File: src/rtl/multicycle_ctrl_if.sv
// multicycle_ctrl_if: bundles the datapath-facing signals of the multicycle
// RV32I control FSM.
//   master modport : the controller (takes decode/status inputs, drives controls)
//   slave modport  : the datapath side (drives decode/status, takes controls)
// Signals:
//   opcode[6:0], funct3_0, zero, mem_ready   - status from the datapath
//   pc_write, ir_write, adr_src, mem_write,
//   reg_write, alu_src_a[1:0], alu_src_b[1:0],
//   alu_op[1:0], result_src[1:0]              - datapath controls
//   instr_done, illegal, state[STATE_W-1:0]   - status/debug from the controller
interface multicycle_ctrl_if #(
    parameter int unsigned STATE_W = 4
);
    logic [6:0]         opcode;
    logic               funct3_0;
    logic               zero;
    logic               mem_ready;
    logic               pc_write;
    logic               ir_write;
    logic               adr_src;
    logic               mem_write;
    logic               reg_write;
    logic [1:0]         alu_src_a;
    logic [1:0]         alu_src_b;
    logic [1:0]         alu_op;
    logic [1:0]         result_src;
    logic               instr_done;
    logic               illegal;
    logic [STATE_W-1:0] state;

    modport master (
        input  opcode, funct3_0, zero, mem_ready,
        output pc_write, ir_write, adr_src, mem_write, reg_write,
               alu_src_a, alu_src_b, alu_op, result_src,
               instr_done, illegal, state
    );

    modport slave (
        output opcode, funct3_0, zero, mem_ready,
        input  pc_write, ir_write, adr_src, mem_write, reg_write,
               alu_src_a, alu_src_b, alu_op, result_src,
               instr_done, illegal, state
    );
endinterface

File: src/rtl/multicycle_ctrl.sv
// multicycle_ctrl: main control FSM of the multicycle RV32I core. Steps the
// shared PC/ALU/memory datapath through fetch, decode, execute, memory and
// writeback, one state per cycle, stalling on mem_ready and trapping
// unsupported opcodes in a sticky ILLEGAL state.
// Ports:
//   clk   - core clock, rising-edge
//   reset - synchronous active-high reset
//   ctl   - multicycle_ctrl_if.master (status in, datapath controls out,
//           sticky illegal flag and debug state out)
// STATE_W must be >= 4 so that all twelve state encodings are visible.
module multicycle_ctrl #(
    parameter int unsigned STATE_W = 4
) (
    input  logic              clk,
    input  logic              reset,
    multicycle_ctrl_if.master ctl
);

    typedef enum logic [3:0] {
        S_FETCH     = 4'd0,
        S_DECODE    = 4'd1,
        S_MEM_ADR   = 4'd2,
        S_MEM_READ  = 4'd3,
        S_MEM_WB    = 4'd4,
        S_MEM_WRITE = 4'd5,
        S_EXEC_R    = 4'd6,
        S_EXEC_I    = 4'd7,
        S_ALU_WB    = 4'd8,
        S_JAL       = 4'd9,
        S_BRANCH    = 4'd10,
        S_ILLEGAL   = 4'd11
    } state_t;

    localparam logic [6:0] OP_LOAD   = 7'b0000011;
    localparam logic [6:0] OP_STORE  = 7'b0100011;
    localparam logic [6:0] OP_R      = 7'b0110011;
    localparam logic [6:0] OP_I      = 7'b0010011;
    localparam logic [6:0] OP_JAL    = 7'b1101111;
    localparam logic [6:0] OP_BRANCH = 7'b1100011;

    state_t     state_q, state_d;
    logic       illegal_q, illegal_d;

    logic       pc_we, ir_we, mem_we, reg_we, done;
    logic       adr_sel;
    logic [1:0] src_a, src_b, op_sel, res_sel;

    always_ff @(posedge clk) begin
        if (reset) begin
            state_q   <= S_FETCH;
            illegal_q <= 1'b0;
        end else begin
            state_q   <= state_d;
            illegal_q <= illegal_d;
        end
    end

    always_comb begin
        state_d = state_q;
        pc_we   = 1'b0;
        ir_we   = 1'b0;
        mem_we  = 1'b0;
        reg_we  = 1'b0;
        done    = 1'b0;
        adr_sel = 1'b0;
        src_a   = 2'b00;
        src_b   = 2'b00;
        op_sel  = 2'b00;
        res_sel = 2'b00;

        case (state_q)
            S_FETCH: begin
                src_b   = 2'b10;
                res_sel = 2'b10;
                ir_we   = ctl.mem_ready;
                pc_we   = ctl.mem_ready;
                if (ctl.mem_ready) state_d = S_DECODE;
            end
            S_DECODE: begin
                src_a = 2'b01;
                src_b = 2'b01;
                case (ctl.opcode)
                    OP_LOAD, OP_STORE: state_d = S_MEM_ADR;
                    OP_R:              state_d = S_EXEC_R;
                    OP_I:              state_d = S_EXEC_I;
                    OP_JAL:            state_d = S_JAL;
                    OP_BRANCH:         state_d = S_BRANCH;
                    default:           state_d = S_ILLEGAL;
                endcase
            end
            S_MEM_ADR: begin
                src_a   = 2'b10;
                src_b   = 2'b01;
                state_d = (ctl.opcode == OP_LOAD) ? S_MEM_READ : S_MEM_WRITE;
            end
            S_MEM_READ: begin
                adr_sel = 1'b1;
                if (ctl.mem_ready) state_d = S_MEM_WB;
            end
            S_MEM_WB: begin
                res_sel = 2'b01;
                reg_we  = 1'b1;
                done    = 1'b1;
                state_d = S_FETCH;
            end
            S_MEM_WRITE: begin
                adr_sel = 1'b1;
                mem_we  = 1'b1;
                done    = ctl.mem_ready;
                if (ctl.mem_ready) state_d = S_FETCH;
            end
            S_EXEC_R: begin
                src_a   = 2'b10;
                op_sel  = 2'b10;
                state_d = S_ALU_WB;
            end
            S_EXEC_I: begin
                src_a   = 2'b10;
                src_b   = 2'b01;
                op_sel  = 2'b10;
                state_d = S_ALU_WB;
            end
            S_ALU_WB: begin
                reg_we  = 1'b1;
                done    = 1'b1;
                state_d = S_FETCH;
            end
            S_JAL: begin
                src_a   = 2'b01;
                src_b   = 2'b10;
                pc_we   = 1'b1;
                state_d = S_ALU_WB;
            end
            S_BRANCH: begin
                src_a   = 2'b10;
                op_sel  = 2'b01;
                // bne inverts the sense of the zero flag
                pc_we   = ctl.zero ^ ctl.funct3_0;
                done    = 1'b1;
                state_d = S_FETCH;
            end
            default: begin
                // ILLEGAL and any unused encoding: park with everything off
                state_d = S_ILLEGAL;
            end
        endcase

        illegal_d = illegal_q | (state_d == S_ILLEGAL);
    end

    // Enables are squashed while reset is high so an abandoned instruction
    // cannot write anything in the reset cycle.
    assign ctl.pc_write   = pc_we  & ~reset;
    assign ctl.ir_write   = ir_we  & ~reset;
    assign ctl.mem_write  = mem_we & ~reset;
    assign ctl.reg_write  = reg_we & ~reset;
    assign ctl.instr_done = done   & ~reset;
    assign ctl.adr_src    = adr_sel;
    assign ctl.alu_src_a  = src_a;
    assign ctl.alu_src_b  = src_b;
    assign ctl.alu_op     = op_sel;
    assign ctl.result_src = res_sel;
    assign ctl.illegal    = illegal_q;
    assign ctl.state      = STATE_W'(state_q);

endmodule
File: src/flat_wrapper.sv
// flat-port wrapper written by rule: the top's interface ports become plain ports
module multicycle_ctrl_flat 
#(
    parameter int unsigned STATE_W = 4
)
  (clk, reset, ctl_opcode, ctl_funct3_0, ctl_zero, ctl_mem_ready, ctl_pc_write, ctl_ir_write, ctl_adr_src, ctl_mem_write, ctl_reg_write, ctl_alu_src_a, ctl_alu_src_b, ctl_alu_op, ctl_result_src, ctl_instr_done, ctl_illegal, ctl_state);
  multicycle_ctrl_if #(.STATE_W(STATE_W)) ctl_i ();
  input  logic clk;
  input  logic reset;
  input wire logic [$bits(ctl_i.opcode)-1:0] ctl_opcode;
  input wire logic [$bits(ctl_i.funct3_0)-1:0] ctl_funct3_0;
  input wire logic [$bits(ctl_i.zero)-1:0] ctl_zero;
  input wire logic [$bits(ctl_i.mem_ready)-1:0] ctl_mem_ready;
  output wire logic [$bits(ctl_i.pc_write)-1:0] ctl_pc_write;
  output wire logic [$bits(ctl_i.ir_write)-1:0] ctl_ir_write;
  output wire logic [$bits(ctl_i.adr_src)-1:0] ctl_adr_src;
  output wire logic [$bits(ctl_i.mem_write)-1:0] ctl_mem_write;
  output wire logic [$bits(ctl_i.reg_write)-1:0] ctl_reg_write;
  output wire logic [$bits(ctl_i.alu_src_a)-1:0] ctl_alu_src_a;
  output wire logic [$bits(ctl_i.alu_src_b)-1:0] ctl_alu_src_b;
  output wire logic [$bits(ctl_i.alu_op)-1:0] ctl_alu_op;
  output wire logic [$bits(ctl_i.result_src)-1:0] ctl_result_src;
  output wire logic [$bits(ctl_i.instr_done)-1:0] ctl_instr_done;
  output wire logic [$bits(ctl_i.illegal)-1:0] ctl_illegal;
  output wire logic [$bits(ctl_i.state)-1:0] ctl_state;
  assign ctl_i.opcode = ctl_opcode;
  assign ctl_i.funct3_0 = ctl_funct3_0;
  assign ctl_i.zero = ctl_zero;
  assign ctl_i.mem_ready = ctl_mem_ready;
  assign ctl_pc_write = ctl_i.pc_write;
  assign ctl_ir_write = ctl_i.ir_write;
  assign ctl_adr_src = ctl_i.adr_src;
  assign ctl_mem_write = ctl_i.mem_write;
  assign ctl_reg_write = ctl_i.reg_write;
  assign ctl_alu_src_a = ctl_i.alu_src_a;
  assign ctl_alu_src_b = ctl_i.alu_src_b;
  assign ctl_alu_op = ctl_i.alu_op;
  assign ctl_result_src = ctl_i.result_src;
  assign ctl_instr_done = ctl_i.instr_done;
  assign ctl_illegal = ctl_i.illegal;
  assign ctl_state = ctl_i.state;
  multicycle_ctrl #(.STATE_W(STATE_W)) u_core (.clk(clk), .reset(reset), .ctl(ctl_i));
endmodule
File: config.mk
export PLATFORM = sky130hd
export DESIGN_NAME = multicycle_ctrl_flat
export DESIGN_NICKNAME = d
export VERILOG_FILES = /design/src/rtl/multicycle_ctrl_if.sv /design/src/rtl/multicycle_ctrl.sv /design/src/flat_wrapper.sv
export SDC_FILE = /design/constraint.sdc
export NUM_CORES = 1
export LEC_CHECK = 0
export ABC_CLOCK_PERIOD_IN_PS = 1900
export CAP_MARGIN = 30
export CORE_AREA = 8 8 45 47
export DETAILED_ROUTE_END_ITERATION = 10
export DIE_AREA = 0 0 53 55
export DONT_BUFFER_PORTS = 1
export GPL_ROUTABILITY_DRIVEN = 0
export GPL_TIMING_DRIVEN = 0
export PLACE_DENSITY = 0.66
export SYNTH_ARGS = -nofsm -noshare
export SYNTH_HDL_FRONTEND = slang
export SYNTH_SLANG_ARGS = --single-unit
File: constraint.sdc
create_clock -name clk -period 1.9 [get_ports clk]
set_clock_uncertainty 0.1 [all_clocks]
set_input_delay 0.38 -clock clk [delete_from_list [all_inputs] [get_ports clk]]
set_output_delay 0.38 -clock clk [all_outputs]
set_load 0.005 [all_outputs]
==> summary.txt, run 1 <==
Worst path slowest cell - dfxtp_2
Comb pwr share - 0.643
Root Buffer - clkbuf_4
Asr flop ratio synth - 0
Die ar. - 0.00292 sq mm
Fin crit share - 0.973
Number of CTS-inserted buffers - 3
Final Hold Fails - 0
Initial antenna violation count - 0
Most common library cells after synthesis - nor2_1 (9), nand2_1 (6), nand2b_1 (6)
Dpl hpwl - 1.33 mm
Final ANT Viol Nets - 0
CTS tree - yes
Crit. Startpoint - u_core.ctl.state[0]
CP Launch Type - flip-flop
Initial cell density of the core - 0.439
Die Span Y - 55 um
Leak Pwr - 0.000243 uW
Gr ovfl total - 0
Post-CTS setup buffers - 0
Slew at the pin closest to its max-slew limit - 651 ps
Vias in the first global route - 584
Clk_lat worst skew - 240 ps
Switch share - 0.492
Most area-hungry cell type in the Yosys netlist - dfxtp_1
Die X - 53 um
Sw Pwr - 465 uW
Crit path depth - 4
Sequential area share after synthesis - 0.165
Antenna Cells - 0
Peak supply drop - 486 uV
Post-Route WL - 1.71 mm
Cell row count - 14
Max-slew violations - 0
Synth top area cells - dfxtp_1 (16%), nand2b_1 (6.2%), nor2_1 (5.6%)
Port bufs - 0
TNS Setup - 0 ps
First-pass GRT wire length - 2.66 mm
Final worst slack - 50.4 ps
Largest stage delay, worst path - 370 ps
Max-cap violations - 0
Internal power - 480 uW
Nets - 99
WL/cell - 16.8 um
RSZ-0062 raised after global routing - yes
Avg Inst Size Synth - 7.40 sq um
Layout cells sized above 1 - 0.267
Starting DRT DRC Count - 14
Maximum clock insertion buffer count - 2
Synth Cell Area - 607 sq um
Worst Setup End Kind - output pin
I/O pin total - 31
FMAX - 541 MHz
Status - finished, final reports clean
Syn_nets - 94
Total clock sinks - 5
Via density - 6.08
Tmin final - 1850 ps
Primary FF master, synth - dfxtp_1
R2R Setup Slk - 410 ps
PD cells - 1350 mW/mm^2
Number of synthesized flops with an enable pin - 0
Placed insts - 98
Count leader, synth - nor2_1
DR pass1 iterations - 4
Worst r2r dst - u_core.ctl.illegal
Residual DRC - 0
Area grow syn2layout - 15.5%
Critical Path End - ctl_instr_done
Critical path cell sequence - clkbuf_4 > nor2b_1 > o32a_1 > nor2_2
Critical path type - reg2out
Rel. slew slack - 0.566
Vias - 620
Worst reg-to-reg path cell count - 5
Post-Layout Cell Count - 102
Power share of the clock group - 0.129
Overall routing resource usage - 0.116
Largest net degree at the start of global routing - 11
Reg clk slew, reported paths - 40 ps
H-tree Lvls - 1
Setup-failing EPs final - 0
Post-synth cell types - 39
Fillers - 149
Synth top area share - 0.165
Maximum fanout along the worst path - 10
Hold crit path type - in2reg
Reg2reg start - u_core.ctl.state[2]
Core ar. - 0.00138 sq mm
Placement Setup Slack - 158 ps
Synthesized instance count - 82
Synthesis Warnings - 0
Flops & latches, synth - 5
Sequential Power Share - 0.228
Required time worst endpoint - 1420 ps
WP data arrival - 1370 ps
Crit-path leading delay family - flip-flops
Crit path buf inv count - 1
[cells by family after synthesis]
logic type	after synthesis	share of synthesized area
compound gates	21	0.274
xor+xnor	2	0.0289
buf+inv	9	0.0742
flops	5	0.165
mux	1	0.0165
simple gates	44	0.441
[registers in the layout, summed over array words and instances, names as in the netlist]
| name | count |
|---|---|
| u_core.ctl.illegal | 1 |
| u_core.ctl.state | 4 |
[worst min path at each step]
stage / startpoint / cells past startpoint / slack (ps) / end
detailed placement: u_core.ctl.illegal / 2 / 440 / u_core.ctl.illegal
floorplan: u_core.ctl.illegal / 2 / 370 / u_core.ctl.illegal
finish: ctl_opcode[4] / 2 / 250 / u_core.ctl.state[2]
CTS: ctl_opcode[4] / 2 / 250 / u_core.ctl.state[2]
global placement: u_core.ctl.illegal / 2 / 400 / u_core.ctl.illegal
global route: ctl_opcode[4] / 2 / 250 / u_core.ctl.state[2]
[layout make-up]
type	count	area [sq um]	share of cell area
multi-input cells	68	492	0.702
flip-flops and latches	5	105	0.150
plain buffers	6	46.3	0.0661
clock buffers	4	26.3	0.0375
well taps	16	20.0	0.0286
inverters	3	11.3	0.0161
[timing repair]
| item | CTS | global route |
|---|---|---|
| gates resized for setup | 6 | 11 |
| endpoints found under the setup margin | 3 | 7 |
| pin swaps | 0 | 0 |
| hold buffers | 0 | 0 |
[per-stage QoR]
stage / total power (uW) / hold WS (ps) / util / area (sq um)
detailed placement: 757 / 442 / 0.453 / 627
global route: 1030 / 245 / 0.506 / 701
global placement: 744 / 398 / 0.453 / 627
CTS: 906 / 246 / 0.482 / 667
floorplan: 648 / 365 / - / 607
finish: 945 / 246 / 0.506 / 701
[cells in the final DEF (no fill, tap or decap), types with 2 or more instances in the layout]
| master | count |
|---|---|
| a21oi_1 | 5 |
| buf_6 | 2 |
| clkbuf_1 | 2 |
| clkbuf_4 | 4 |
| dfxtp_2 | 4 |
| inv_1 | 3 |
| nand2_1 | 6 |
| nand2b_1 | 6 |
| nor2_1 | 8 |
| nor2b_1 | 4 |
| nor2b_2 | 2 |
| nor3_1 | 4 |
| nor4_1 | 3 |
| o21ai_0 | 3 |
[routing by layer]
metal | share of wire | wire length (um) | GRT usage
met2 | 0.46 | 796 | 0.197
met4 | 0 | 0 | 0
met5 | 0 | 0 | 0
met1 | 0.41 | 707 | 0.132
met3 | 0.12 | 209 | 0.0642
[power by group through the flow]
stage | registers (uW) | clock network [uW] | logic (uW)
floorplan | 187 | 0 | 461
global placement | 206 | 0 | 538
detailed placement | 206 | 0 | 551
CTS | 211 | 128 | 568
global route | 221 | 139 | 668
finish | 216 | 122 | 608
No activity file was read; power rests on OpenSTA's default activity.
==> inputs of run 2 (changes only) <==
--- a/config.mk
+++ b/config.mk
@@ -14,6 +14,7 @@
 export GPL_ROUTABILITY_DRIVEN = 0
 export GPL_TIMING_DRIVEN = 0
 export PLACE_DENSITY = 0.66
+export SETUP_SLACK_MARGIN = 0.15
 export SYNTH_ARGS = -nofsm -noshare
 export SYNTH_HDL_FRONTEND = slang
 export SYNTH_SLANG_ARGS = --single-unit
==> run 2 against run 1 <==
Effect of this change:
- worst setup slack better by 68 ps
- critical path depth unchanged
- sequential share of layout area decreased by 2.3 points
- core utilization is 12 points higher
- largest power group unchanged
- final cell count up 8.8%
- via count rose by 11%
==> summary.txt, run 2 (synthesis gave the netlist of run 1 again) <==
Slew at the pin closest to its max-slew limit - 707 ps (+55.8 ps)
Maximum fanout along the worst path - 8 (-2)
I/O pin total - 31 (unchanged)
TNS Setup - 0 ps (unchanged)
Comb pwr share - 0.697 (+0.054)
Max-cap violations - 0 (unchanged)
Starting DRT DRC Count - 6 (-8)
Largest stage delay, worst path - 380 ps (about the same)
Die X - 53 um (unchanged)
Dpl hpwl - 1.33 mm (unchanged)
Largest net degree at the start of global routing - 11 (unchanged)
Core ar. - 0.00138 sq mm (unchanged)
Area grow syn2layout - 42.7%
Max-slew violations - 0 (unchanged)
Critical path type - reg2out
Vias - 688 (+11%)
Reg clk slew, reported paths - 40 ps (about the same)
Final ANT Viol Nets - 0 (unchanged)
Total clock sinks - 5 (unchanged)
Nets - 108 (+9.1%)
Cell row count - 14 (unchanged)
Leak Pwr - 0.000312 uW (+29%)
WP data arrival - 1300 ps (-70 ps)
Crit. Startpoint - u_core.ctl.state[0]
Max reg flops - 4 (unchanged)
Gr ovfl total - 0 (unchanged)
Initial antenna violation count - 0 (unchanged)
Rel. slew slack - 0.529 (-0.0372)
WL/cell - 18.1 um (+7.7%)
Antenna Cells - 0 (unchanged)
Peak supply drop - 508 uV (+4.5%)
Initial cell density of the core - 0.439 (unchanged)
Residual DRC - 0 (unchanged)
RSZ-0062 raised after global routing - yes
Hold crit path type - in2reg
Overall routing resource usage - 0.125 (+0.00929)
Vias in the first global route - 647 (+11%)
First-pass GRT wire length - 2.86 mm (+7.5%)
Tmin final - 1780 ps (-68.0 ps)
Reg2reg start - u_core.ctl.state[2]
Port bufs - 0 (unchanged)
Commonest non-fill, non-tap cell in the layout - buf_4
Via density - 6.20 (+2.0%)
Worst Setup End Kind - output pin
Fin crit share - 0.938 (-0.0358)
Clk_lat worst skew - 240 ps (about the same)
Required time worst endpoint - 1420 ps (about the same)
Sw Pwr - 536 uW (+15%)
DR pass1 iterations - 4 (unchanged)
Die ar. - 0.00292 sq mm (unchanged)
Die Span Y - 55 um (unchanged)
Setup-failing EPs final - 0 (unchanged)
Maximum clock insertion buffer count - 2 (unchanged)
Final core occ - 0.626 (+0.119)
Worst path slowest cell - dfxtp_4
Fillers - 119 (-20%)
CP Launch Type - flip-flop
Status - finished, final reports clean
Post-Route WL - 2.01 mm (+17%)
Switch share - 0.457 (-0.0353)
Sequential Power Share - 0.200 (-0.028)
H-tree Lvls - 1 (unchanged)
CTS tree - yes
Final Hold Fails - 0 (unchanged)
Root Buffer - clkbuf_4
Critical path cell sequence - buf_8 > nor2b_4 > o32a_1 > nor2_2
Hold path start - ctl_opcode[4]
Number of CTS-inserted buffers - 3 (unchanged)
FMAX - 561 MHz (+3.8%)
Commonest cells after routing, fill and taps aside - buf_4 (9), nor2_1 (7), nand2_1 (6), a21oi_1 (5)
Layout cells sized above 1 - 0.411 (+0.143)
PD cells - 1360 mW/mm^2 (+0.53%)
Power share of the clock group - 0.104 (-0.025)
Internal power - 638 uW (+33%)
## run 2: final timing paths
kind | endpoint | slack [ps] | depth (start not counted)
worst max register to register | u_core.ctl.illegal | 180 | 7
worst min-delay path | u_core.ctl.state[2] | 240 | 2
worst max-delay path | ctl_instr_done | 120 | 4
worst min register to register | u_core.ctl.illegal | 450 | 2
## run 2: cell type report
type                    instances  area (sq um)  area share
well taps                      16          20.0      0.0231
plain buffers                   6          60.1      0.0694
inverters                       3          11.3      0.0130
clock buffers                   4          26.3      0.0303
repair buffers                  9          88.8       0.103
flip-flops and latches          5           110       0.127
multi-input cells              68           549       0.634
## run 2: metrics by stage
step	hold slack (ps)	instance area, sq um	total power (uW)	setup WS (ps)	std cells
floorplan	365	607	648	321	82
global placement	398	627	744	146	98
detailed placement	442	627	757	158	98
CTS	239	792	1080	105	109
global route	246	866	1260	57.6	111
finish	244	866	1170	118	111
## run 2: critical path, delay by kind of cell, from the launching register on
| kind | cells | cell delay, ps |
|---|---|---|
| DFF | 1 | 380 |
| AOI/OAI and AO/OA | 1 | 300 |
| and+or+nand+nor | 2 | 240 |
| buffers and inverters | 1 | 140 |
## run 2: layer usage
metal / share of wire / track usage / vias up
li1: - / - / 330
met1: 0.40 / 0.135 / 325
met2: 0.48 / 0.219 / 31
met3: 0.11 / 0.0668 / 2
met4: 0.0085 / 0.0129 / 0
met5: 0 / 0 / -
## run 2: timing repair
| action | CTS | global route |
|---|---|---|
| buffers inserted | 7 | 1 |
| pin swaps | 2 | 6 |
| cloned | 0 | 1 |
| endpoints found under the setup margin | 11 | 8 |
| hold buffers | 0 | 0 |
| gates resized for setup | 26 | 9 |
## run 2: power by group through the flow
stage | sequential [uW] | combinational, uW | clock [uW]
final | 234 | 818 | 122
after global routing | 243 | 881 | 139
after CTS | 225 | 724 | 128
after detailed placement | 206 | 551 | 0
after global placement | 206 | 538 | 0
after floorplan | 187 | 461 | 0
==> inputs of run 3 (changes only) <==
--- a/config.mk
+++ b/config.mk
@@ -12,7 +12,6 @@
 export DIE_AREA = 0 0 53 55
 export DONT_BUFFER_PORTS = 1
 export GPL_ROUTABILITY_DRIVEN = 0
-export GPL_TIMING_DRIVEN = 0
 export PLACE_DENSITY = 0.66
 export SETUP_SLACK_MARGIN = 0.15
 export SYNTH_ARGS = -nofsm -noshare
==> run 3 against run 2 <==
Effect of this change:
- power rose by 1.4%
- worst setup slack improved by 17 ps
- critical path depth fell by 1
- largest power group unchanged
- combinational power rose by 3.8%
- non-clock buffer count rose by 2
- first-iteration DRC count rose by 17%
- highest routed layer unchanged
- global-route usage rose by 0.21 points
- sequential power fell by 8%
- final area rose by 0.43%
- register-to-register slack improved by 110 ps
- final cell count rose by 1.8%
==> summary.txt, run 3 (synthesis gave the netlist of run 1 again) <==
Status - finished, final reports clean
WL/cell - 17.6 um (-2.6%)
CTS tree - yes
M2 GR Usage - 0.205 (-0.0137)
Via density - 5.91 (-4.6%)
Final Cell Area - 870 sq um (+0.43%)
Critical Path End - ctl_reg_write
Comb pwr share - 0.713 (+0.016)
H-tree Lvls - 1 (unchanged)
Vias - 668 (-2.9%)
First-pass GRT wire length - 2.84 mm (-0.74%)
Initial cell density of the core - 0.439 (unchanged)
Required time worst endpoint - 1420 ps (about the same)
Post-CTS Hold Buffers - 0 (unchanged)
Antenna Cells - 0 (unchanged)
Total clock sinks - 5 (unchanged)
Layout cells sized above 1 - 0.454 (+0.0431)
Clk_lat worst skew - 250 ps (about the same)
I/O pin total - 31 (unchanged)
Placed insts - 99 (+1.0%)
Cell row count - 14 (unchanged)
Busiest layer in global routing - met2
Initial antenna violation count - 0 (unchanged)
FMAX - 567 MHz (+0.98%)
Commonest non-fill, non-tap cell in the layout - buf_4
Met1 Resource Use GR - 0.155 (+0.0195)
Crit. Startpoint - u_core.ctl.state[2]
Setup-failing EPs final - 0 (unchanged)
Sw Pwr - 536 uW (-0.16%)
Worst Setup End Kind - output pin
TNS Setup - 0 ps (unchanged)
Slew at the pin closest to its max-slew limit - 331 ps (-376 ps)
Dpl hpwl - 1.31 mm (-2.1%)
Worst hold margin - 98.0 ps (-146 ps)
Worst reg-to-reg path cell count - 6 (-1)
Vias in the first global route - 607 (-6.2%)
Number of CTS-inserted buffers - 3 (unchanged)
Starting DRT DRC Count - 7 (+1)
Residual DRC - 0 (unchanged)
Die X - 53 um (unchanged)
Port bufs - 0 (unchanged)
Worst r2r dst - u_core.ctl.illegal
WP data arrival - 1280 ps (-20 ps)
Max-cap violations - 0 (unchanged)
Die Span Y - 55 um (unchanged)
Maximum clock insertion buffer count - 2 (unchanged)
Max reg flops - 4 (unchanged)
Peak supply drop - 550 uV (+8.3%)
CP Launch Type - flip-flop
Switch share - 0.450 (-0.00718)
Leak Pwr - 0.000323 uW (+3.4%)
Maximum fanout along the worst path - 4 (-4)
Reg2reg start - u_core.ctl.state[2]
DR pass1 iterations - 4 (unchanged)
Nets - 110 (+1.9%)
Met3 Track Usage GR - 0.0294 (-0.0374)
Commonest cells after routing, fill and taps aside - buf_4 (12), nor2_1 (7), a21oi_1 (5), nand2_1 (5)
PD cells - 1370 mW/mm^2 (+1.0%)
Post-Route WL - 1.99 mm (-0.80%)
Post-Layout Cell Count - 113 (+1.8%)
Max-slew violations - 0 (unchanged)
Core ar. - 0.00138 sq mm (unchanged)
Reg clk slew, reported paths - 40 ps (about the same)
Final Hold Fails - 0 (unchanged)
Die ar. - 0.00292 sq mm (unchanged)
Largest net degree at the start of global routing - 17 (+6)
Critical path type - reg2out
Final ANT Viol Nets - 0 (unchanged)
Sequential Power Share - 0.181 (-0.019)
Tmin final - 1760 ps (-17.3 ps)
RSZ-0062 raised after global routing - yes
Fin crit share - 0.929 (-0.00910)
Rel. slew slack - 0.778 (+0.249)
Root Buffer - clkbuf_4
Area grow syn2layout - 43.3%
Overall routing resource usage - 0.127 (+0.00212)
Gr ovfl total - 0 (unchanged)
Hold crit path type - in2reg
Power share of the clock group - 0.106 (+0.002)
R2R Setup Slk - 290 ps (+110 ps)
Internal power - 655 uW (+2.8%)
Dpl cell area - 646 sq um (+3.0%)
-- run 3: final cells by class --
class | instances | area (sq um)
inverters | 3 | 11.3
clock buffers | 4 | 26.3
flip-flops and latches | 5 | 113
well taps | 16 | 20.0
multi-input cells | 68 | 556
fillers | 130 | 514
repair buffers | 17 | 144
-- run 3: power by group through the flow --
stage | registers [uW] | clock network, uW | logic, uW
2_1_floorplan | 187 | 0 | 461
3_3_place_gp | 195 | 0 | 579
3_5_place_dp | 197 | 0 | 584
4_1_cts | 196 | 128 | 701
5_1_grt | 224 | 139 | 913
6_report | 216 | 126 | 849
-- run 3: how the worst min path moves through the flow --
| stage | start | endpoint | slack (ps) | cells after the start |
|---|---|---|---|---|
| 2_1_floorplan | u_core.ctl.illegal | u_core.ctl.illegal | 370 | 2 |
| 3_3_place_gp | reset | u_core.ctl.state[1] | 360 | 1 |
| 3_5_place_dp | reset | u_core.ctl.state[1] | 360 | 1 |
| 4_1_cts | reset | u_core.ctl.state[1] | 100 | 1 |
| 5_1_grt | reset | u_core.ctl.state[1] | 80 | 1 |
| 6_report | reset | u_core.ctl.state[1] | 100 | 1 |
-- run 3: through the flow --
step | worst slack, ps | power [uW] | util
finish | 136 | 1190 | 0.628
global route | 95.4 | 1280 | 0.628
CTS | 107 | 1020 | 0.546
detailed placement | 243 | 781 | 0.467
global placement | 289 | 775 | 0.467
floorplan | 321 | 648 | -
-- run 3: repair_timing --
item	4_1_cts	5_1_grt
endpoints found under the setup margin	10	8
buffers inserted	6	3
gates resized for setup	13	20
pin swaps	0	3
cloned	0	1
-- run 3: per-layer routing --
| metal | routed length, um | vias to the layer above |
|---|---|---|
| met5 | 0 | - |
| met4 | 19 | 0 |
| met3 | 169 | 3 |
| met2 | 995 | 24 |
| met1 | 808 | 307 |
| li1 | - | 334 |
-- run 3: worst max-delay path, stage by stage (launching register included) --
cell and delay (ps):
dfxtp_4 360, nand2b_4 170, a2111oi_4 350, buf_4 160
